### config.mk
export PLATFORM = sky130hd
export DESIGN_NAME = uart_addr_word_reader
export DESIGN_NICKNAME = d
export VERILOG_FILES = /design/src/rtl/uart_addr_word_reader_pkg.sv /design/src/rtl/uart_tx_byte.sv /design/src/rtl/uart_addr_word_reader.sv
export SDC_FILE = /design/constraint.sdc
export NUM_CORES = 1
export LEC_CHECK = 0
export CORE_ASPECT_RATIO = 1.5
export CORE_MARGIN = 10
export CORE_UTILIZATION = 55
export CTS_BUF_LIST = sky130_fd_sc_hd__clkbuf_4 sky130_fd_sc_hd__clkbuf_8
export DETAILED_ROUTE_END_ITERATION = 12
export PLACE_DENSITY = 0.68
export SLEW_MARGIN = 20
export SYNTH_ARGS = -nofsm -noshare
export SYNTH_HDL_FRONTEND = slang
export SYNTH_SLANG_ARGS = --single-unit
### constraint.sdc
create_clock -name Clk -period 2.9 [get_ports Clk]
set_clock_uncertainty 0.2 [all_clocks]
set_input_delay 0.29 -clock Clk [delete_from_list [all_inputs] [get_ports Clk]]
set_output_delay 0.29 -clock Clk [all_outputs]
set_load 0.01 [all_outputs]
### src/rtl/uart_addr_word_reader_pkg.sv
// Shared types and constants for the UART address/word reader.
package uart_addr_word_reader_pkg;

  localparam int unsigned CLKS_PER_BIT_DEFAULT = 5200;
  localparam int unsigned BYTES_PER_WORD       = 4;

  // Common encoding for the receive and transmit bit-level FSMs.
  typedef enum logic [1:0] {
    StIdle  = 2'd0,
    StStart = 2'd1,
    StData  = 2'd2,
    StStop  = 2'd3
  } uart_state_e;

  // Memory location X holds X mod 256, so the word at A is A..A+3 packed MSB first.
  function automatic logic [31:0] form_word(input logic [7:0] a);
    return {a, a + 8'd1, a + 8'd2, a + 8'd3};
  endfunction

endpackage

### src/rtl/uart_tx_byte.sv
// 8N1 byte transmitter; a start request in the last stop-bit cycle chains the next
// frame with no idle gap.
module uart_tx_byte
  import uart_addr_word_reader_pkg::*;
#(
  parameter int unsigned CLKS_PER_BIT = CLKS_PER_BIT_DEFAULT
) (
  input  logic       Clk,
  input  logic       Rst_n,
  input  logic       start,
  input  logic [7:0] data,
  output logic       busy,
  output logic       done,
  output logic       tx
);

  localparam int unsigned CntW = $clog2(CLKS_PER_BIT + 1);
  localparam logic [CntW-1:0] BitLast = CntW'(CLKS_PER_BIT - 1);

  uart_state_e     state_q, state_d;
  logic [CntW-1:0] cnt_q, cnt_d;
  logic [2:0]      bit_q, bit_d;
  logic [7:0]      shift_q, shift_d;
  logic            tx_q, tx_d;
  logic            bit_end;

  assign bit_end = (cnt_q == BitLast);
  assign busy    = (state_q != StIdle);
  assign tx      = tx_q;

  // Next-state: walk start/data/stop, each bit held for exactly CLKS_PER_BIT cycles.
  always_comb begin
    state_d = state_q;
    cnt_d   = bit_end ? '0 : cnt_q + 1'b1;
    bit_d   = bit_q;
    shift_d = shift_q;
    tx_d    = tx_q;
    done    = 1'b0;
    unique case (state_q)
      StIdle: begin
        cnt_d = '0;
        tx_d  = 1'b1;
        if (start) begin
          shift_d = data;
          state_d = StStart;
          tx_d    = 1'b0;
        end
      end
      StStart: begin
        if (bit_end) begin
          state_d = StData;
          bit_d   = '0;
          tx_d    = shift_q[0];
          shift_d = {1'b0, shift_q[7:1]};
        end
      end
      StData: begin
        if (bit_end) begin
          if (bit_q == 3'd7) begin
            state_d = StStop;
            tx_d    = 1'b1;
          end else begin
            bit_d   = bit_q + 3'd1;
            tx_d    = shift_q[0];
            shift_d = {1'b0, shift_q[7:1]};
          end
        end
      end
      StStop: begin
        if (bit_end) begin
          done = 1'b1;
          if (start) begin
            shift_d = data;
            state_d = StStart;
            tx_d    = 1'b0;
          end else begin
            state_d = StIdle;
          end
        end
      end
      default: state_d = StIdle;
    endcase
  end

  // State register; the line output is a flop that resets to the idle level.
  always_ff @(posedge Clk or negedge Rst_n) begin
    if (!Rst_n) begin
      state_q <= StIdle;
      cnt_q   <= '0;
      bit_q   <= '0;
      shift_q <= '0;
      tx_q    <= 1'b1;
    end else begin
      state_q <= state_d;
      cnt_q   <= cnt_d;
      bit_q   <= bit_d;
      shift_q <= shift_d;
      tx_q    <= tx_d;
    end
  end

endmodule

### src/rtl/uart_addr_word_reader.sv
// UART read port: each received byte is an address A; replies with bytes A..A+3.
module uart_addr_word_reader
  import uart_addr_word_reader_pkg::*;
#(
  parameter int unsigned CLKS_PER_BIT = CLKS_PER_BIT_DEFAULT
) (
  input  logic Clk,
  input  logic Rst_n,
  input  logic Rx,
  output logic Tx
);

  localparam int unsigned CntW = $clog2(CLKS_PER_BIT + 1);
  localparam logic [CntW-1:0] BitLast  = CntW'(CLKS_PER_BIT - 1);
  localparam logic [CntW-1:0] HalfLast = CntW'(CLKS_PER_BIT / 2 - 1);
  localparam logic [1:0]      LastByte = 2'(BYTES_PER_WORD - 1);

  logic            rx_meta_q, rx_sync_q;
  uart_state_e     rx_state_q, rx_state_d;
  logic [CntW-1:0] rx_cnt_q, rx_cnt_d;
  logic [2:0]      rx_bit_q, rx_bit_d;
  logic [7:0]      rx_shift_q, rx_shift_d;
  logic            rx_wait_q, rx_wait_d;  // framing error seen, hold off until line is high
  logic            rx_done;

  logic            seq_active_q, seq_active_d;
  logic [1:0]      byte_idx_q, byte_idx_d;
  logic [31:0]     word_q, word_d;
  logic            tx_start, tx_busy, tx_done;
  logic [1:0]      tx_sel;
  logic [7:0]      tx_data;

  // Two-flop synchroniser; reset to the idle-high line level.
  always_ff @(posedge Clk or negedge Rst_n) begin
    if (!Rst_n) begin
      rx_meta_q <= 1'b1;
      rx_sync_q <= 1'b1;
    end else begin
      rx_meta_q <= Rx;
      rx_sync_q <= rx_meta_q;
    end
  end

  // Receiver next-state: half-bit start check, then mid-bit samples of data and stop.
  always_comb begin
    rx_state_d = rx_state_q;
    rx_cnt_d   = rx_cnt_q + 1'b1;
    rx_bit_d   = rx_bit_q;
    rx_shift_d = rx_shift_q;
    rx_wait_d  = rx_wait_q;
    rx_done    = 1'b0;
    unique case (rx_state_q)
      StIdle: begin
        rx_cnt_d = '0;
        if (rx_sync_q)       rx_wait_d  = 1'b0;
        else if (!rx_wait_q) rx_state_d = StStart;
      end
      StStart: begin
        if (rx_cnt_q == HalfLast) begin
          rx_cnt_d   = '0;
          rx_bit_d   = '0;
          rx_state_d = rx_sync_q ? StIdle : StData;
        end
      end
      StData: begin
        if (rx_cnt_q == BitLast) begin
          rx_cnt_d   = '0;
          rx_shift_d = {rx_sync_q, rx_shift_q[7:1]};
          if (rx_bit_q == 3'd7) rx_state_d = StStop;
          else                  rx_bit_d   = rx_bit_q + 3'd1;
        end
      end
      StStop: begin
        if (rx_cnt_q == BitLast) begin
          rx_cnt_d   = '0;
          rx_state_d = StIdle;
          if (rx_sync_q) rx_done   = 1'b1;
          else           rx_wait_d = 1'b1;
        end
      end
      default: rx_state_d = StIdle;
    endcase
  end

  // Receiver state register.
  always_ff @(posedge Clk or negedge Rst_n) begin
    if (!Rst_n) begin
      rx_state_q <= StIdle;
      rx_cnt_q   <= '0;
      rx_bit_q   <= '0;
      rx_shift_q <= '0;
      rx_wait_q  <= 1'b0;
    end else begin
      rx_state_q <= rx_state_d;
      rx_cnt_q   <= rx_cnt_d;
      rx_bit_q   <= rx_bit_d;
      rx_shift_q <= rx_shift_d;
      rx_wait_q  <= rx_wait_d;
    end
  end

  // Word sequencer: accept an address only when idle, launch byte 0, chain the rest on done.
  always_comb begin
    seq_active_d = seq_active_q;
    byte_idx_d   = byte_idx_q;
    word_d       = word_q;
    if (rx_done && !seq_active_q) begin
      seq_active_d = 1'b1;
      byte_idx_d   = '0;
      word_d       = form_word(rx_shift_q);
    end else if (tx_done) begin
      if (byte_idx_q == LastByte) seq_active_d = 1'b0;
      else                        byte_idx_d   = byte_idx_q + 2'd1;
    end
    tx_start = seq_active_q && (!tx_busy || (tx_done && byte_idx_q != LastByte));
    tx_sel   = tx_done ? byte_idx_q + 2'd1 : byte_idx_q;
    unique case (tx_sel)
      2'd0:    tx_data = word_q[31:24];
      2'd1:    tx_data = word_q[23:16];
      2'd2:    tx_data = word_q[15:8];
      default: tx_data = word_q[7:0];
    endcase
  end

  // Sequencer state register.
  always_ff @(posedge Clk or negedge Rst_n) begin
    if (!Rst_n) begin
      seq_active_q <= 1'b0;
      byte_idx_q   <= '0;
      word_q       <= '0;
    end else begin
      seq_active_q <= seq_active_d;
      byte_idx_q   <= byte_idx_d;
      word_q       <= word_d;
    end
  end

  uart_tx_byte #(
    .CLKS_PER_BIT(CLKS_PER_BIT)
  ) u_tx (
    .Clk  (Clk),
    .Rst_n(Rst_n),
    .start(tx_start),
    .data (tx_data),
    .busy (tx_busy),
    .done (tx_done),
    .tx   (Tx)
  );

endmodule

==> results.py <==
metrics = {
    "grt": {
        "grt_pass1_vias": 3558,
        "grt_use_total": 0.1471,
        "grt_pass1_wl_um": 16260,
        "overflow": 0,
        "antenna_found_initial": 0,
        "grt_max_degree": 90,
    },
    "final_layout": {
        "utilization": 0.5975,
        "diodes": 0,
        "area_growth_pct": 6.930,
        "final_common_cell": "dfrtp_1",
        "layout-drive-gt1-share": 0.1217,
        "finalNetCount": 507,
        "stdcell_count": 603,
        "final_cell_mix": "dfrtp_1, nand2_1, nor2_1",
    },
    "routing": {
        "drt-initial-drc-count": 129,
        "vias_per_cell": 5.769,
        "ant_nets": 0,
        "num_vias": 3479,
        "wl_um": 9409,
        "drt-pass1-iter-count": 6,
        "routedWlPerCell_um": 15.60,
        "route.detailed.drc": 0,
    },
    "cts": {
        "clk_path_buf_depth": 2,
        "insertion_delay_ns": 0.36,
        "cts_made_buffers": 9,
        "ctsResizeCount": 0,
        "postCtsSetupBuffers": 0,
        "clkSinkCount": 89,
        "clockRootBuffer": "clkbuf_8",
        "htree_num_levels": 3,
        "cts_tree": "yes",
        "path_clk_slew_ns": 0.09,
    },
    "sta": {
        "hold_slack_ns": 0.1436,
        "rsz0062_at_grt": "false",
        "fin_ws_ns": 0.3268,
        "setup_violations": 0,
        "setup_tns_ns": 0,
        "finalHoldViolations": 0,
        "fin_crit_ns": 2.573,
        "worst_pin_slew_ns": 0.8160,
        "slew_viol_final": 0,
        "fin_crit_sh": 0.8873,
        "slew-limit-headroom": 0.4560,
        "clock.fmax_mhz": 388.6,
    },
    "floorplanning": {
        "die_width_um": 96.87,
        "rows": 42,
        "die-area_um2": 13110,
        "die_h_um": 135.3,
        "ioPinCount": 4,
        "core-area_um2": 8723,
        "initial_utilization": 0.5588,
    },
    "yosys": {
        "yosys.area.top_type": "dfrtp_1",
        "async_flop_share": 1.000,
        "synth_top_flop_cell": "dfrtp_1",
        "syn_area_um2": 4875,
        "synth-seq-area-share": 0.4576,
        "synth_cell_types": 55,
        "syn_inst": 493,
        "ys_ff_latch": 89,
        "synth-edff-count": 0,
        "yosysWarnings": 0,
        "synth_area_per_cell_um2": 9.888,
        "synth_nets": 512,
        "synth.area.top_cells": "dfrtp_1, nand2_1, mux4_2",
        "synth_top_area_frac": 0.4415,
    },
    "setup_path": {
        "cp-end-kind": "flop",
        "crit_fanout": 9,
        "cp_slowest_cell": "a31oi_1",
        "startpoint_type": "flop",
        "crit_chain": "inv_1, ha_1, nand2_1, and3_1, a31oi_1, or2_1, mux2_4",
        "cp_num_buf_inv": 1,
        "critPathKind": "reg2reg",
        "worstPathArrival_ns": 2.62,
        "cpLargestDelayFamily": "simple AND/OR/NAND/NOR gates",
        "worstPathRequired_ns": 2.94,
        "slowest_delay_ns": 0.50,
    },
    "placement": {
        "dp_cells": 586,
        "gp_congestion": 0.8193,
        "port_buffers": 3,
        "post-dp-hpwl_um": 6972,
        "pre_cts_slack_ns": 0.3555,
    },
    "power_and_ir_drop": {
        "power_density_nw_per_um2": 427.5,
        "vdd_drop_max_mv": 0.3656,
        "p_leak_uw": 0.002194,
    },
    "flow_run": {
        "cap_viol_max_count": 0,
    },
    "status": {
        "outcome": "finished, final reports clean",
    },
    "hold_path": {
        "min-delay-path-class": "in2reg",
    },
}
registers in the layout, indices dropped and copies added (netlist names), named ones only:
signal / flops
u_tx.cnt_q: 13
rx_state_q: 1
rx_wait_q: 1
rx_cnt_q: 13
rx_bit_q: 3
byte_idx_q: 2
u_tx.bit_q: 3
u_tx.shift_q: 8
u_tx.tx: 1
word_q: 30
rx_sync_q: 1
rx_meta_q: 1
u_tx.state_q: 2
rx_shift_q: 8
seq_active_q: 1
cells in the mapped netlist, drive strengths merged (3+ instances only):
cell type	count
nand2b	4
a22o	4
inv	16
o21ai	43
ha	16
xnor2	20
buf	12
a21oi	13
mux4	9
and3	3
mux2i	9
nor4bb	3
and4	4
mux2	16
a32o	4
xor2	18
nor3	11
nor2	50
dfrtp	86
nand3	19
or3	5
dfstp	3
nand4	9
nand2	73
clkbuf	16
through the flow:
stage,power [uW],instance area [um^2]
2_1_floorplan,1270,4875
3_3_place_gp,1296,4970
3_5_place_dp,1297,4970
4_1_cts,2252,5209
5_1_grt,2305,5213
6_report,2229,5213
cell type report:
type	instances	area [um^2]
fill	777	3511
multi-input combinational	360	2454
tap	110	137.6
inverter	16	60.06
clock buffer	12	152.6
timing repair buffer	12	101.3
clock inverter	4	76.32
sequential	89	2231
layer usage:
metal | share of wire | wire length [um] | up-vias | GRT usage
met5 | 0 | 0 | - | 0
li1 | - | - | 1708 | -
met4 | 0.022 | 207 | 0 | 0.06908
met3 | 0.018 | 169 | 13 | 0.02247
met1 | 0.40 | 3737 | 1733 | 0.1476
met2 | 0.56 | 5294 | 25 | 0.2873
kinds of logic after synthesis:
kind of cell / Yosys count / synth area share
adder cells (fa/ha/maj): 16 / 0.04107
AND/OR/NAND/NOR: 193 / 0.1943
multiplexers: 34 / 0.09779
buffers and inverters: 44 / 0.03901
XOR/XNOR: 38 / 0.06828
flip-flops: 89 / 0.4576
AO/OA/AOI/OAI: 79 / 0.1019
timing repair:
item | 4_1_cts | 5_1_grt
hold buffers | 1 | 0
setup endpoints to repair | 0 | 0
hold endpoints to repair | 57 | 0
final timing paths:
check,start,endpoint,slack [ns],cells past startpoint
setup / recovery,u_tx.state_q[0]$_DFFE_PN0P_,u_tx.shift_q[1]$_DFFE_PN0P_,0.33,7
hold / removal,Rx,rx_meta_q$_DFF_PN1_,0.14,1
setup reg to reg,u_tx.state_q[0]$_DFFE_PN0P_,u_tx.shift_q[1]$_DFFE_PN0P_,0.33,7
hold reg to reg,rx_meta_q$_DFF_PN1_,rx_sync_q$_DFF_PN1_,0.16,0
max in group asynchronous,Rst_n,rx_cnt_q[6]$_DFF_PN0_,1.57,2
min in group asynchronous,Rst_n,u_tx.cnt_q[0]$_DFF_PN0_,0.35,2
power breakdown:
group / internal, uW / switching [uW]
clock network: 530 / 426
registers: 1240 / 1.25
logic: 4.13 / 24.4
(Power assumes the default switching activity.)
==> patch, RTL diff (config.mk and constraints unchanged) <==
The package constant `CLKS_PER_BIT_DEFAULT` goes from 5200 to 2600.
--- a/src/rtl/uart_addr_word_reader_pkg.sv
+++ b/src/rtl/uart_addr_word_reader_pkg.sv
@@ -2,5 +2,5 @@
 package uart_addr_word_reader_pkg;
 
-  localparam int unsigned CLKS_PER_BIT_DEFAULT = 5200;
+  localparam int unsigned CLKS_PER_BIT_DEFAULT = 2600;
   localparam int unsigned BYTES_PER_WORD       = 4;
 
Function: same outputs for any inputs over 10 cycles, from zero or initial values and one cycle with Rst_n low; that may be too few to reach the edited logic, so the function may still have changed.
==> patch against the original RTL <==
Critical path depth unchanged; first-iteration DRC count down 2.3%; power down 0.86%; sequential cell count down 2; wire length down 9.7%; synthesized area down 2.3%; setup slack worse by 28 ps; design area down 2.2%; global-route usage down 0.26 points; critical path type unchanged; largest cell class unchanged.
==> patch: results (changes against the original RTL) <==
- Leak Pwr: 2.24 nW (+2.0%)
- CP peak stage delay: 670 ps (+170 ps)
- Crit Path Max Fanout: 52 (+43)
- Antenna fix cells: 0 (unchanged)
- Synth warn: 0 (unchanged)
- Number of buffers inserted during clock tree synthesis: 9 (unchanged)
- Peak supply drop: 0.405 mV (+11%)
- Max layer used: met4
- Routed Wire Length: 8500 um (-9.7%)
- DP HPWL: 5790 um (-17%)
- Sequential element share of the synthesized area: 0.458 (about the same)
- DRC violations left: 0 (unchanged)
- Worst-path clk slew: 90 ps (about the same)
- Final Wtd Congestion: 0.811 (-1.0%)
- GRT Util Overall: 0.145 (-0.00262)
- Post-synth top cells: dfrtp_1 (84), nand2_1 (78), nor2_1 (42)
- Reg2reg setup slack: 300 ps (-30 ps)
- Clk Latency, worst-skew pair: between 300 and 400 ps
- CP delay by family, top: simple AND/OR/NAND/NOR gates
- HP Class: in -> reg
- Die ar.: 12900 um2 (-1.9%)
- Cell area after placement: 4860 um2 (-2.3%)
- Ratio of cells with drive above 1 in the final layout: 0.165 (+0.0428)
- Biggest regs: word_q: 30 flops, rx_cnt_q: 12 flops, u_tx.cnt_q: 12 flops
- Fillers: 730 (-6.0%)
- Routed wl met3: 176 um (+4.1%)
- Synth top area cells: dfrtp_1 (44%), nand2_1 (6.1%), mux4_2 (5.7%)
- Global-route wire length before repair: 15100 um (-7.3%)
- # port buffers: 3 (unchanged)
- Total number of vias: 3242 (-6.8%)
- Met2 routed WL: 4330 um (-18%)
- Max clock buf depth: 2 (unchanged)
- Pin count of the biggest net entering global routing: 88 (-2.2%)
- Synthesized Nets: 482 (-5.9%)
- Vias/cell: 5.64 (-2.3%)
- Reg2reg path depth: 7 (unchanged)
- Ys async rst share: 1.00 (unchanged)
- Root Driver: clkbuf_8
- Grt met2 use: 0.245 (-0.0422)
- Antenna violations before repair: 0 (unchanged)
- H-tree depth: 3 (unchanged)
- Status: finished, final reports clean
- Count of cell types in the netlist: 55 (unchanged)
- Highest Clock Rate: 0.384 GHz (-1.1%)
- Crit path max-delay cell type: or4b_2
- Vias in the first global route: 3270 (-8.1%)
- Met1 WL: 3820 um (+2.2%)
- Met3 Use GR: 0.0313 (+0.00881)
- Placed Instances: 558 (-4.8%)
- Setup repair bufs after CTS: 0 (unchanged)
- Crit path DAT: 2620 ps (about the same)
- Mean Syn Cell Area: 10.3 um2 (+4.0%)
- 1st-pass router iterations: 4 (-2)
- Slew margin rel.: 0.610 (+0.154)
- DRT iter0 DRCs: 126 (-2.3%)
- Setup WS pre-CTS: 308 ps (-47.8 ps)
- M1 GR Usage: 0.173 (+0.0251)
## patch: power breakdown
group | leakage, nW | internal, mW | total, mW | switching, mW
Clock | 0.120 | 0.551 | 0.963 | 0.412
Combinational | 0.926 | 0.00642 | 0.0307 | 0.0243
Sequential | 1.19 | 1.21 | 1.22 | 0.00128
Total | 2.24 | 1.77 | 2.21 | 0.437
## patch: layout make-up
type	count	area [um2]	area share
Clock inverter	3	65.1	0.0128
Timing Repair Buffer	14	125	0.0245
Tap cell	107	134	0.0263
Inverter	13	48.8	0.00957
Clock buffer	13	166	0.0326
Sequential cell	87	2180	0.428
Multi-Input combinational cell	338	2380	0.466
## patch: worst paths after layout
check	from	endpoint
worst max-delay path	rx_cnt_q[0]	word_q[22]
worst min register to register	rx_meta_q	rx_sync_q
worst max register to register	rx_cnt_q[0]	word_q[22]
min in group asynchronous	Rst_n	u_tx.bit_q[0]
worst min-delay path	Rx	rx_meta_q
max in group asynchronous	Rst_n	rx_meta_q
## patch: per-stage QoR
stage | hold slack (ps) | utilization | power (mW)
5_1_grt | 128 | 0.606 | 2.29
4_1_cts | 118 | 0.606 | 2.24
2_1_floorplan | -206 | - | 1.24
3_5_place_dp | 149 | 0.577 | 1.27
3_3_place_gp | 147 | 0.577 | 1.27
6_report | 137 | 0.606 | 2.21
## patch: repair_timing
item / in CTS / in global routing
endpoints found under the setup margin: 0 / 0
resized for setup: 0 / 0
endpoints found under the hold margin: 84 / 0
hold buffers: 1 / 0
## patch: kinds of logic after synthesis
family,after synthesis,share of synthesized area
AO/OA/AOI/OAI,63,0.0951
XOR/XNOR,35,0.0644
adder cells (fa/ha/maj),16,0.0420
AND/OR/NAND/NOR,190,0.192
multiplexers,34,0.105
buffers and inverters,38,0.0426
flip-flops,87,0.458
